$ cat src/rtl/regfile_pkg.sv
// Shared constants and helpers for the register file, decoder and hazard unit.
package regfile_pkg;

  // Index of the hardwired zero register
  localparam int ZERO_REG = 0;

  // Default datapath geometry shared across the pipeline
  localparam int DEFAULT_DATA_W = 16;
  localparam int DEFAULT_ADDR_W = 3;

  // Reset contents of register idx.
  // r0 always resets to zero. The caller casts the result to its data width,
  // which zero-extends or truncates it.
  function automatic logic [31:0] init_value(input int unsigned idx, input bit init_index);
    logic [31:0] val;
    if (init_index && (idx != ZERO_REG)) begin
      val = idx;
    end else begin
      val = 32'd0;
    end
    return val;
  endfunction

endpackage

$ cat src/rtl/regfile_scoreboard.sv
// Per-register busy scoreboard: reserve sets a bit, write-back clears it,
// reserve wins on collision, bit 0 is tied low.
module regfile_scoreboard
  import regfile_pkg::*;
#(
  parameter int ADDR_W = DEFAULT_ADDR_W
) (
  input  logic                   clk,
  input  logic                   rst_n,
  input  logic                   reserve_en_i,
  input  logic [ADDR_W-1:0]      reserve_register_i,
  input  logic                   reg_write_i,
  input  logic [ADDR_W-1:0]      write_register_i,
  output logic [2**ADDR_W-1:0]   busy_o,
  output logic                   any_busy_o
);

  localparam int DEPTH = 2 ** ADDR_W;

  logic [DEPTH-1:0] busy_q;
  logic [DEPTH-1:0] busy_d;

  // Next busy vector.
  // A new producer (reserve) has priority over the retiring one (write-back).
  always_comb begin
    busy_d = busy_q;
    busy_d[ZERO_REG] = 1'b0;
    for (int i = 1; i < DEPTH; i++) begin
      if (reserve_en_i && (reserve_register_i == ADDR_W'(i))) begin
        busy_d[i] = 1'b1;
      end else if (reg_write_i && (write_register_i == ADDR_W'(i))) begin
        busy_d[i] = 1'b0;
      end else begin
        busy_d[i] = busy_q[i];
      end
    end
  end

  // Busy vector register.
  // Synchronous reset clears every pending producer.
  always_ff @(posedge clk) begin
    if (!rst_n) begin
      busy_q <= '0;
    end else begin
      busy_q <= busy_d;
    end
  end

  assign busy_o     = busy_q;
  assign any_busy_o = |busy_q;

endmodule

$ cat src/rtl/regfile_sb.sv
// Parametrised register file: one synchronous write port and two
// combinational read ports, with an optional write-to-read bypass,
// a hardwired r0 with an error pulse and a busy scoreboard.
module regfile_sb
  import regfile_pkg::*;
#(
  parameter int DATA_W     = DEFAULT_DATA_W,
  parameter int ADDR_W     = DEFAULT_ADDR_W,
  parameter int BYPASS     = 1,
  parameter int INIT_INDEX = 1
) (
  input  logic              clk,
  input  logic              rst_n,
  input  logic              reg_write,
  input  logic [ADDR_W-1:0] write_register,
  input  logic [DATA_W-1:0] write_data,
  input  logic [ADDR_W-1:0] read_register_1,
  output logic [DATA_W-1:0] read_data_1,
  input  logic [ADDR_W-1:0] read_register_2,
  output logic [DATA_W-1:0] read_data_2,
  input  logic              reserve_en,
  input  logic [ADDR_W-1:0] reserve_register,
  output logic              busy_1,
  output logic              busy_2,
  output logic              any_busy,
  output logic              write_zero_err
);

  localparam int                DEPTH     = 2 ** ADDR_W;
  localparam logic [ADDR_W-1:0] ZERO_ADDR = ADDR_W'(ZERO_REG);
  localparam bit                BYP_EN    = (BYPASS != 0);
  localparam bit                INIT_EN   = (INIT_INDEX != 0);

  logic [DATA_W-1:0] regs_q [DEPTH];
  logic              write_zero_err_q;
  logic              write_zero_err_d;
  logic              write_ok_s;
  logic              hit_1_s;
  logic              hit_2_s;
  logic [DEPTH-1:0]  busy_vec_s;

  // A write only takes effect when it targets a real register.
  assign write_ok_s = reg_write && (write_register != ZERO_ADDR);
  assign hit_1_s    = BYP_EN && write_ok_s && (write_register == read_register_1);
  assign hit_2_s    = BYP_EN && write_ok_s && (write_register == read_register_2);

  // Storage array.
  // Reset loads the index pattern (or zeros); r0 is never written.
  always_ff @(posedge clk) begin
    if (!rst_n) begin
      for (int i = 0; i < DEPTH; i++) begin
        regs_q[i] <= DATA_W'(init_value(i, INIT_EN));
      end
    end else if (write_ok_s) begin
      regs_q[write_register] <= write_data;
    end else begin
      regs_q <= regs_q;
    end
  end

  // Read port 1: r0 reads zero, then the bypass, then stored contents.
  always_comb begin
    read_data_1 = regs_q[read_register_1];
    if (read_register_1 == ZERO_ADDR) begin
      read_data_1 = '0;
    end else if (hit_1_s) begin
      read_data_1 = write_data;
    end else begin
      read_data_1 = regs_q[read_register_1];
    end
  end

  // Read port 2: same priority as port 1.
  always_comb begin
    read_data_2 = regs_q[read_register_2];
    if (read_register_2 == ZERO_ADDR) begin
      read_data_2 = '0;
    end else if (hit_2_s) begin
      read_data_2 = write_data;
    end else begin
      read_data_2 = regs_q[read_register_2];
    end
  end

  // An attempted write to r0 raises the error flag for the next cycle.
  always_comb begin
    write_zero_err_d = 1'b0;
    if (reg_write && (write_register == ZERO_ADDR)) begin
      write_zero_err_d = 1'b1;
    end else begin
      write_zero_err_d = 1'b0;
    end
  end

  // Error pulse register.
  always_ff @(posedge clk) begin
    if (!rst_n) begin
      write_zero_err_q <= 1'b0;
    end else begin
      write_zero_err_q <= write_zero_err_d;
    end
  end

  assign write_zero_err = write_zero_err_q;

  regfile_scoreboard #(
    .ADDR_W (ADDR_W)
  ) u_scoreboard (
    .clk                (clk),
    .rst_n              (rst_n),
    .reserve_en_i       (reserve_en),
    .reserve_register_i (reserve_register),
    .reg_write_i        (reg_write),
    .write_register_i   (write_register),
    .busy_o             (busy_vec_s),
    .any_busy_o         (any_busy)
  );

  // A bypassed write retires the producer this cycle, so hide its busy bit.
  assign busy_1 = busy_vec_s[read_register_1] && !hit_1_s;
  assign busy_2 = busy_vec_s[read_register_2] && !hit_2_s;

endmodule

$ cat config.mk
export PLATFORM = sky130hd
export DESIGN_NAME = regfile_sb
export DESIGN_NICKNAME = d
export VERILOG_FILES = /design/src/rtl/regfile_pkg.sv /design/src/rtl/regfile_scoreboard.sv /design/src/rtl/regfile_sb.sv
export SDC_FILE = /design/constraint.sdc
export NUM_CORES = 1
export LEC_CHECK = 0
export CAP_MARGIN = 15
export CELL_PAD_IN_SITES_DETAIL_PLACEMENT = 1
export CELL_PAD_IN_SITES_GLOBAL_PLACEMENT = 1
export CORE_MARGIN = 10
export CORE_UTILIZATION = 46
export DETAILED_ROUTE_END_ITERATION = 12
export PLACE_DENSITY_LB_ADDON = 0.1
export SYNTH_ARGS = -nofsm -noshare
export SYNTH_HDL_FRONTEND = slang
export SYNTH_SLANG_ARGS = --single-unit
$ cat constraint.sdc
create_clock -name clk -period 3.99 [get_ports clk]
set_input_delay 0.399 -clock clk [delete_from_list [all_inputs] [get_ports clk]]
set_output_delay 0.399 -clock clk [all_outputs]
set_load 0.1 [all_outputs]
# After elaboration in Yosys (flattened, before gate mapping)
# Cells that the tools add are included.
word_totals:
  regBits: 137
  input_bits: 32
op_classes:
  bitwise_logic: 3
  reduce_logical: 35
  magnitude_cmp: 6
  n_eq_ne: 16
  mux: 32
op_table:
  columns: ["operator", "n"]
  rows:
  - ["$mux W16", 9]
  - ["$bwmux W128", 1]
  - ["$bmux W16 S3", 2]
  - ["$demux W16 S3", 1]
  - ["$eq A3 B3 Y1 const B", 8]
  - ["$logic_and A1 B1 Y1", 21]
  - ["$mux W1", 17]
  - ["$reduce_bool A2 Y1", 7]
  - ["$eq A3 B2 Y1 const B", 4]
  - ["$ge A4 B4 Y1 const B", 3]
  - ["$not A3 Y4", 3]
  - ["$logic_not A3 Y1", 3]
  - ["$lt A3 B4 Y1 const B", 2]
  - ["$reduce_or A8 Y1", 1]
  - ["$bmux W1 S3", 2]
  - ["$eq A3 B1 Y1 const B", 2]
  - ["$eq A3 B3 Y1", 2]
  - ["$lt A4 B1 Y1 const B", 1]
  - ["$reduce_bool A3 Y1", 1]
  - ["$logic_not A1 Y1", 2]

# Depth between registers and ports, before layout
# Gate-level depths: netlist of the first run.
depth:
  depth_word: 6
  depth_mapped: 8

# Cells and area by module
# From an unflattened synthesis of the first run, not the netlist that was laid out.
hier_totals:
  cells_unflattened: 818
  hier_area_um2: 7791.2
modules_own_cells:
  columns: ["module", "area_per_inst_um2", "instances", "cells_each"]
  rows:
  - ["regfile_sb", 7417.1, 1, 777]
  - ["regfile_scoreboard", 374.1, 1, 41]

# Worst setup path before layout of the first run
# Ideal clock, no wire load.
synth_path:
  path_type: "input to output"
  from: "input port read_register_1[1]"
  to: "output port read_data_1[13]"
  arrival_ns: 3.111
  cell_stages: 6
  slack_ns: 0.480
  required_ns: 3.591
  cell_sequence: "buf_2 -> a31oi_1 -> o21a_1 -> buf_2 -> buf_2 -> mux2i_1"
synth_between:
  elab_chain_cells: 6
  elab_cells_between_ends: 9
  classes_between: "1 x eq/ne; 5 x mux; 1 x bitwise; 2 x reduce/logical"
synth_rtl:
  columns: ["item", "line", "text"]
  rows:
  - ["from (decl)", "regfile_sb.sv:17", "input logic [ADDR_W-1:0] read_register_1,"]
  - ["$not A3 Y4 (implied by the code)", "regfile_sb.sv:69", "read_data_1 = regs_q[read_register_1];"]
  - ["$bmux W16 S3", "regfile_sb.sv:69", null]
  - ["$mux W16 (implied by the code) (2 in series)", "regfile_sb.sv:69", null]
  - ["$mux W16", "regfile_sb.sv:66", "end else if (hit_1_s) begin"]
  - ["$mux W16 (*)", "regfile_sb.sv:64", "if (read_register_1 == ZERO_ADDR) begin"]
  - ["to (decl)", "regfile_sb.sv:18", "output logic [DATA_W-1:0] read_data_1,"]
# Every way passes the cells marked *; elsewhere a longest branch is shown, timed or not. The select of a mux whose other input is x is not followed.

# Final worst setup path of the first run
layout_path:
  from: "input port write_register[0]"
  to: "output port read_data_2[7]"
layout_between:
  elab_chain_cells: 5
  elab_cells_between_ends: 6
  classes_between: "1 x eq/ne; 2 x mux; 3 x reduce/logical"
layout_rtl:
  columns: ["item", "line", "text"]
  rows:
  - ["from (decl)", "regfile_sb.sv:15", "input logic [ADDR_W-1:0] write_register,"]
  - ["$reduce_bool A3 Y1", "regfile_sb.sv:43", "assign write_ok_s = reg_write && (write_register != ZERO_ADDR);"]
  - ["$logic_and A1 B1 Y1", "regfile_sb.sv:43", null]
  - ["$logic_and A1 B1 Y1 (*)", "regfile_sb.sv:45", "assign hit_2_s = BYP_EN && write_ok_s && (write_register == read_register_2);"]
  - ["$mux W16 (*)", "regfile_sb.sv:78", "end else if (hit_2_s) begin"]
  - ["$mux W16 (*)", "regfile_sb.sv:76", "if (read_register_2 == ZERO_ADDR) begin"]
  - ["to (decl)", "regfile_sb.sv:20", "output logic [DATA_W-1:0] read_data_2,"]
# Every way passes the cells marked *; elsewhere a longest branch is shown, timed or not.

==> flow_summary_export.csv, run 1 <==
group,metric,value,unit
status,status,"complete, no violations",
setup_path,cp-start-kind,"input pin",
finish,area_growth,22.6,%
timing,fin_worst_skew,0,ps
die,dieWidth,149,um
setup_path,cp.required,3590,ps
cts,cts_setup_buffers,0,
synthesis,synth_edf_count,0,
place,portBuffers,67,
power,power.density,391,nW/um^2
die,floorplan.initialDensity,46.6,%
die,rows,47,
synthesis,yosysWarnings,0,
route,wirelength,28000,um
hold_path,hold_class,"register to register",
global_routing,grt_pass1_wl,43300,um
synthesis,synthDistinctLibCells,36,
timing,setup_viol,0,
route,initialDrtViolationCount,473,
cts,cts_sinks,136,
setup_path,ff2ff_path_depth,2,
cts,clk_pin_slew,60,ps
power,max-vdd-ir-drop,321,uV
hold_path,min_delay_path_depth,1,
synthesis,syn-cell-area,7670,sq um
synthesis,ys_ff_latch,136,
timing,fin_tns_setup,0,ps
global_routing,first_global_vias,7314,
synthesis,yosysTopAreaCellShare,35.5,%
cts,cts-hold-fix-buffers,0,
synthesis,netlist_instances,814,
setup_path,regToRegStartpoint,"regs_q[102]",
timing,final.min_clock_period,3480,ps
global_routing,grt_max_degree,62,
power,leakagePower,3.51,nW
timing,finalHoldViolCount,0,
cts,cts_resized,0,
synthesis,synth.largest_area_cell,"dfxtp_1",
setup_path,crit_type,"input pin to output port",
timing,maxSlewViolCount,0,
timing,slew_headroom,20.8,%
die,floorplan.io_pins,68,
synthesis,synth_nets,846,
cts,cts_max_level,4,
finish,fillers,1773,
timing,fin_ws,514,ps
place,place_area,8830,sq um
place,gp_congestion,0.846,
synthesis,async_flop_share,0,%
route,drc,0,
setup_path,r2r_slack,3210,ps
synthesis,netlist_top_cells_count,"nand2_1, dfxtp_1, a21boi_0, mux4_2, clkbuf_1",
synthesis,seq_area_frac_synth,35.5,%
timing,hold_slack,463,ps
finish,utilization,57.1,%
setup_path,critPathCaptureType,"output port",
place,place_ws,523,ps
die,core_area,16500,sq um
setup_path,rr_endpoint,"regs_q[102]",
die,die_h,149,um
synthesis,synth_area_leaders,"dfxtp_1, mux4_2, nand2_1",
global_routing,grt_use_total,25.5,%
die,die-area,22200,sq um
hold_path,worstHoldEndpoint,"regs_q[125]",
global_routing,grt_overflow,0,
cts,clk_path_buf_depth,2,
job,max-cap-violations,0,
route,ant_nets,0,
timing,rsz0062_at_grt,"no",
cts,cts_root_buffer,"clkbuf_16",
finish,finalInstanceArea,9410,sq um
cts,cts_tree,"built",
finish,n_antenna_cell,0,
cts,clk-insertion-delay-late,430,ps
timing,period_share,87.1,%
synthesis,syn_area_per_cell,9.43,sq um
synthesis,synthFlopType,"dfxtp_1",
place,dp_hpwl,17300,um
timing,max_freq,0.288,GHz
setup_path,cp_max_fo,17,
cts,cts_buffers,17,
timing,tightest_slew,1180,ps
global_routing,antenna_found_initial,0,
synthesis,yosysMostFrequentCell,"nand2_1",
hold_path,holdCritStartpoint,"regs_q[125]",
setup_path,arrival,3080,ps
route,vias_per_cell,6.40,
route,firstDrtPassIters,5,
finish,nets,879,
finish,layout-drive-gt1-share,19.7,%
route,vias,6917,
route,wl_per_cell,25.9,um
==> power breakdown <==
part	switching, mW	total [mW]	internal, mW
Sequential	0.0237	1.41	1.39
Clock	0.645	1.57	0.922
Combinational	0.447	0.704	0.257
==> metrics by stage <==
step,instances,power (mW)
CTS,1080,3.69
detailed placement,1048,2.14
global placement,1048,2.12
finish,1080,3.68
global route,1080,3.80
floorplan,814,1.88
==> critical path, cell delays in order <==
cell and delay, ps:
clkdlybuf4s50_1 780, or3b_1 400, a211o_1 320, o21a_1 550, o211a_1 430, buf_12 180
==> cell families after synthesis <==
| family | after synthesis | synth area share [%] |
|---|---|---|
| AO/OA/AOI/OAI | 178 | 18.4 |
| XOR/XNOR | 4 | 0.456 |
| buffers and inverters | 85 | 4.78 |
| flip-flops | 136 | 35.5 |
| multiplexers | 102 | 23.9 |
| AND/OR/NAND/NOR | 309 | 17.0 |
==> worst max-delay path by stage <==
stage / start / to / slack, ps
after detailed placement: write_register[0] / read_data_2[1] / 520
after floorplan: read_register_1[1] / read_data_1[13] / 480
after global placement: write_register[0] / read_data_2[9] / 630
after CTS: write_register[0] / read_data_2[7] / 490
after global routing: write_register[0] / read_data_2[9] / 420
final: write_register[0] / read_data_2[7] / 510
==> flip-flops by register name, summed over array words and instances (netlist names) <==
| register | count |
|---|---|
| regs_q | 128 |
| u_scoreboard.busy_o | 7 |
| write_zero_err | 1 |
==> routing by layer <==
layer / vias to the layer above / track usage (%) / wire [um]
met4: 0 / 11.0 / 827
li1: 2986 / - / -
met1: 3552 / 31.2 / 11500
met2: 310 / 42.4 / 13900
met5: - / 0 / 0
met3: 69 / 5.40 / 1730
==> cells in the final DEF, fill, tap and decap left out, types with 2 or more instances in the layout <==
master             n
a32oi_1            4
clkinv_2           3
clkdlybuf4s50_1   28
nand2_1          237
a21boi_0         101
clkbuf_16         17
buf_12            35
mux4_2            65
o211ai_1          31
buf_2              5
nand2b_1           3
clkinvlp_4         4
mux2_2             2
xnor2_1            4
o21a_1             2
o21ai_0            2
nor2b_1           12
bufinv_16          2
dfxtp_1          136
nor2_1             8
a21oi_1            2
mux2i_1           35
o211a_1           31
or3_1              2
nand3_1           16
clkinv_4           2
and2_1            20
inv_6              3
a22oi_1            2
buf_4             30
nand4_1            4
==> layout make-up <==
class / instances / area, sq um / area share, %
Timing Repair Buffer: 98 / 1230 / 13.1
Clock buffer: 18 / 429 / 4.56
Multi-Input combinational cell: 593 / 4600 / 48.9
Sequential cell: 136 / 2720 / 28.9
Clock inverter: 14 / 149 / 1.58
Tap cell: 220 / 275 / 2.93
Inverter: 1 / 3.75 / 0.0399
(Power assumes the default switching activity.)
==> run 2: changes to the inputs <==
--- a/config.mk
+++ b/config.mk
@@ -10,8 +10,10 @@
 export CELL_PAD_IN_SITES_GLOBAL_PLACEMENT = 1
 export CORE_MARGIN = 10
 export CORE_UTILIZATION = 46
+export CTS_BUF_LIST = sky130_fd_sc_hd__clkbuf_2 sky130_fd_sc_hd__clkbuf_4 sky130_fd_sc_hd__clkbuf_8
 export DETAILED_ROUTE_END_ITERATION = 12
 export PLACE_DENSITY_LB_ADDON = 0.1
+export RECOVER_POWER = 25
 export SYNTH_ARGS = -nofsm -noshare
 export SYNTH_HDL_FRONTEND = slang
 export SYNTH_SLANG_ARGS = --single-unit
==> flow_summary_export.csv, run 2 (synthesis gave the netlist of run 1 again) <==
group,metric,value,unit
status,status,"finished with violations",
status,violations,"max-capacitance violations, max-slew violations",
place,dp_hpwl,17300,um
route,drc,0,
die,floorplan.initialDensity,46.6,%
route,wirelength,27900,um
cts,cts_setup_buffers,0,
cts,cts_resized,0,
finish,n_antenna_cell,0,
setup_path,cp_num_cells,6,
die,core_area,16500,sq um
global_routing,grt_max_degree,62,
setup_path,cp_max_fo,17,
cts,clk_pin_slew,90,ps
route,ant_nets,0,
setup_path,critical-path-slowest-cell,"clkdlybuf4s50_1",
global_routing,grt_overflow,0,
place,place_area,8830,sq um
die,rows,47,
setup_path,critPathCaptureType,"output port",
cts,cts_sinks,136,
route,vias,6873,
finish,area_growth,20.0,%
setup_path,worst-path-buf-inv,2,
cts,cts_buffers,17,
setup_path,crit_family,"compound AO/OA/AOI/OAI gates",
finish,final_common_cell,"nand2_1",
die,floorplan.io_pins,68,
setup_path,startpoint,"write_register[0]",
finish,final_cell_mix,"nand2_1, dfxtp_1, a21boi_0",
finish,top_register,"regs_q",
setup_path,r2r_slack,3210,ps
timing,period_share,87.6,%
setup_path,cp_slowest_stage_delay,800,ps
cts,cts_max_level,4,
cts,cts-hold-fix-buffers,0,
place,portBuffers,67,
finish,finalInstanceArea,9210,sq um
setup_path,rr_endpoint,"regs_q[53]",
route,vias_per_cell,6.36,
cts,cts_root_buffer,"clkbuf_8",
timing,hold_slack,474,ps
global_routing,grtUsageMet2,42.5,%
timing,setup_viol,0,
die,dieWidth,149,um
hold_path,hold_class,"register to register",
timing,final.min_clock_period,3490,ps
power,max-vdd-ir-drop,214,uV
die,die-area,22200,sq um
global_routing,antenna_found_initial,0,
timing,slew_headroom,-43.7,%
setup_path,crit_chain,"clkdlybuf4s50_1 -> or3b_1 -> a211o_1 -> o21a_1 -> o211a_1 -> buf_12",
setup_path,ff2ff_path_depth,2,
route,initialDrtViolationCount,513,
timing,rsz0062_at_grt,"no",
global_routing,grt_use_total,25.1,%
global_routing,grt_pass1_wl,42900,um
cts,cts_tree,"built",
cts,clk-insertion-delay-late,460,ps
global_routing,first_global_vias,7323,
setup_path,arrival,3100,ps
timing,finalHoldViolCount,0,
route,wl_per_cell,25.9,um
timing,fin_tns_setup,0,ps
setup_path,crit_type,"input pin to output port",
finish,layout-drive-gt1-share,19.4,%
power,power.density,356,nW/um^2
timing,maxSlewViolCount,141,
finish,nets,879,
setup_path,cp.required,3590,ps
setup_path,cp-start-kind,"input pin",
finish,largest_reg_flops,128,
power,leakagePower,3.40,nW
die,die_h,149,um
global_routing,top_usage_layer,"met2",
cts,clk_path_buf_depth,2,
setup_path,regToRegStartpoint,"regs_q[53]",
job,max-cap-violations,3,
place,gp_congestion,0.846,
route,firstDrtPassIters,5,
timing,max_freq,0.286,GHz
setup_path,endpoint,"read_data_2[7]",
timing,fin_worst_skew,0,ps
global_routing,met3_usage,4.92,%
global_routing,use_met1,30.3,%
timing,tightest_slew,2160,ps
[run 2: changes by cell type in the layout (fill, tap and decap cells not counted), sizes merged]
cell	previous run	this run
buf	70	67
clkbuf	18	21
[run 2: layout make-up]
cell class	instances	area, sq um
fill	1820	7260
clock inverter	14	149
multi-input combinational	593	4600
clock buffer	18	241
inverter	1	3.75
tap	220	275
sequential	136	2720
timing repair buffer	98	1220
[run 2: worst register-to-register path, delay by kind of cell (launching register included)]
| family | cells | cell delay [ps] |
|---|---|---|
| compound gates | 1 | 250 |
| flops | 1 | 370 |
| simple gates | 1 | 80 |
[run 2: worst min path at each step]
stage,end,slack (ps),cells past startpoint,start
finish,regs_q[125],470,1,regs_q[125]
global placement,regs_q[125],450,1,regs_q[125]
floorplan,regs_q[125],420,1,regs_q[125]
CTS,regs_q[125],470,1,regs_q[125]
global route,regs_q[125],500,1,regs_q[125]
detailed placement,regs_q[125],450,1,regs_q[125]
[run 2: metrics by stage]
stage / util, % / cells / total power [mW] / worst slack (ps)
2_1_floorplan: - / 814 / 1.88 / 480
3_3_place_gp: 53.6 / 1048 / 2.12 / 628
3_5_place_dp: 53.6 / 1048 / 2.14 / 523
4_1_cts: 56.0 / 1080 / 3.28 / 490
5_1_grt: 55.9 / 1080 / 3.37 / 438
6_report: 55.9 / 1080 / 3.27 / 495
[run 2: per-layer routing]
metal / wire length, um / vias up
li1: - / 2980
met1: 11500 / 3553
met2: 13900 / 274
met3: 1590 / 66
met4: 958 / 0
met5: 0 / -
[run 2: where the power goes]
group          internal [mW]  switching, mW
clock                  0.565          0.596
combinational          0.259          0.447
sequential              1.38         0.0233
total                   2.21           1.07
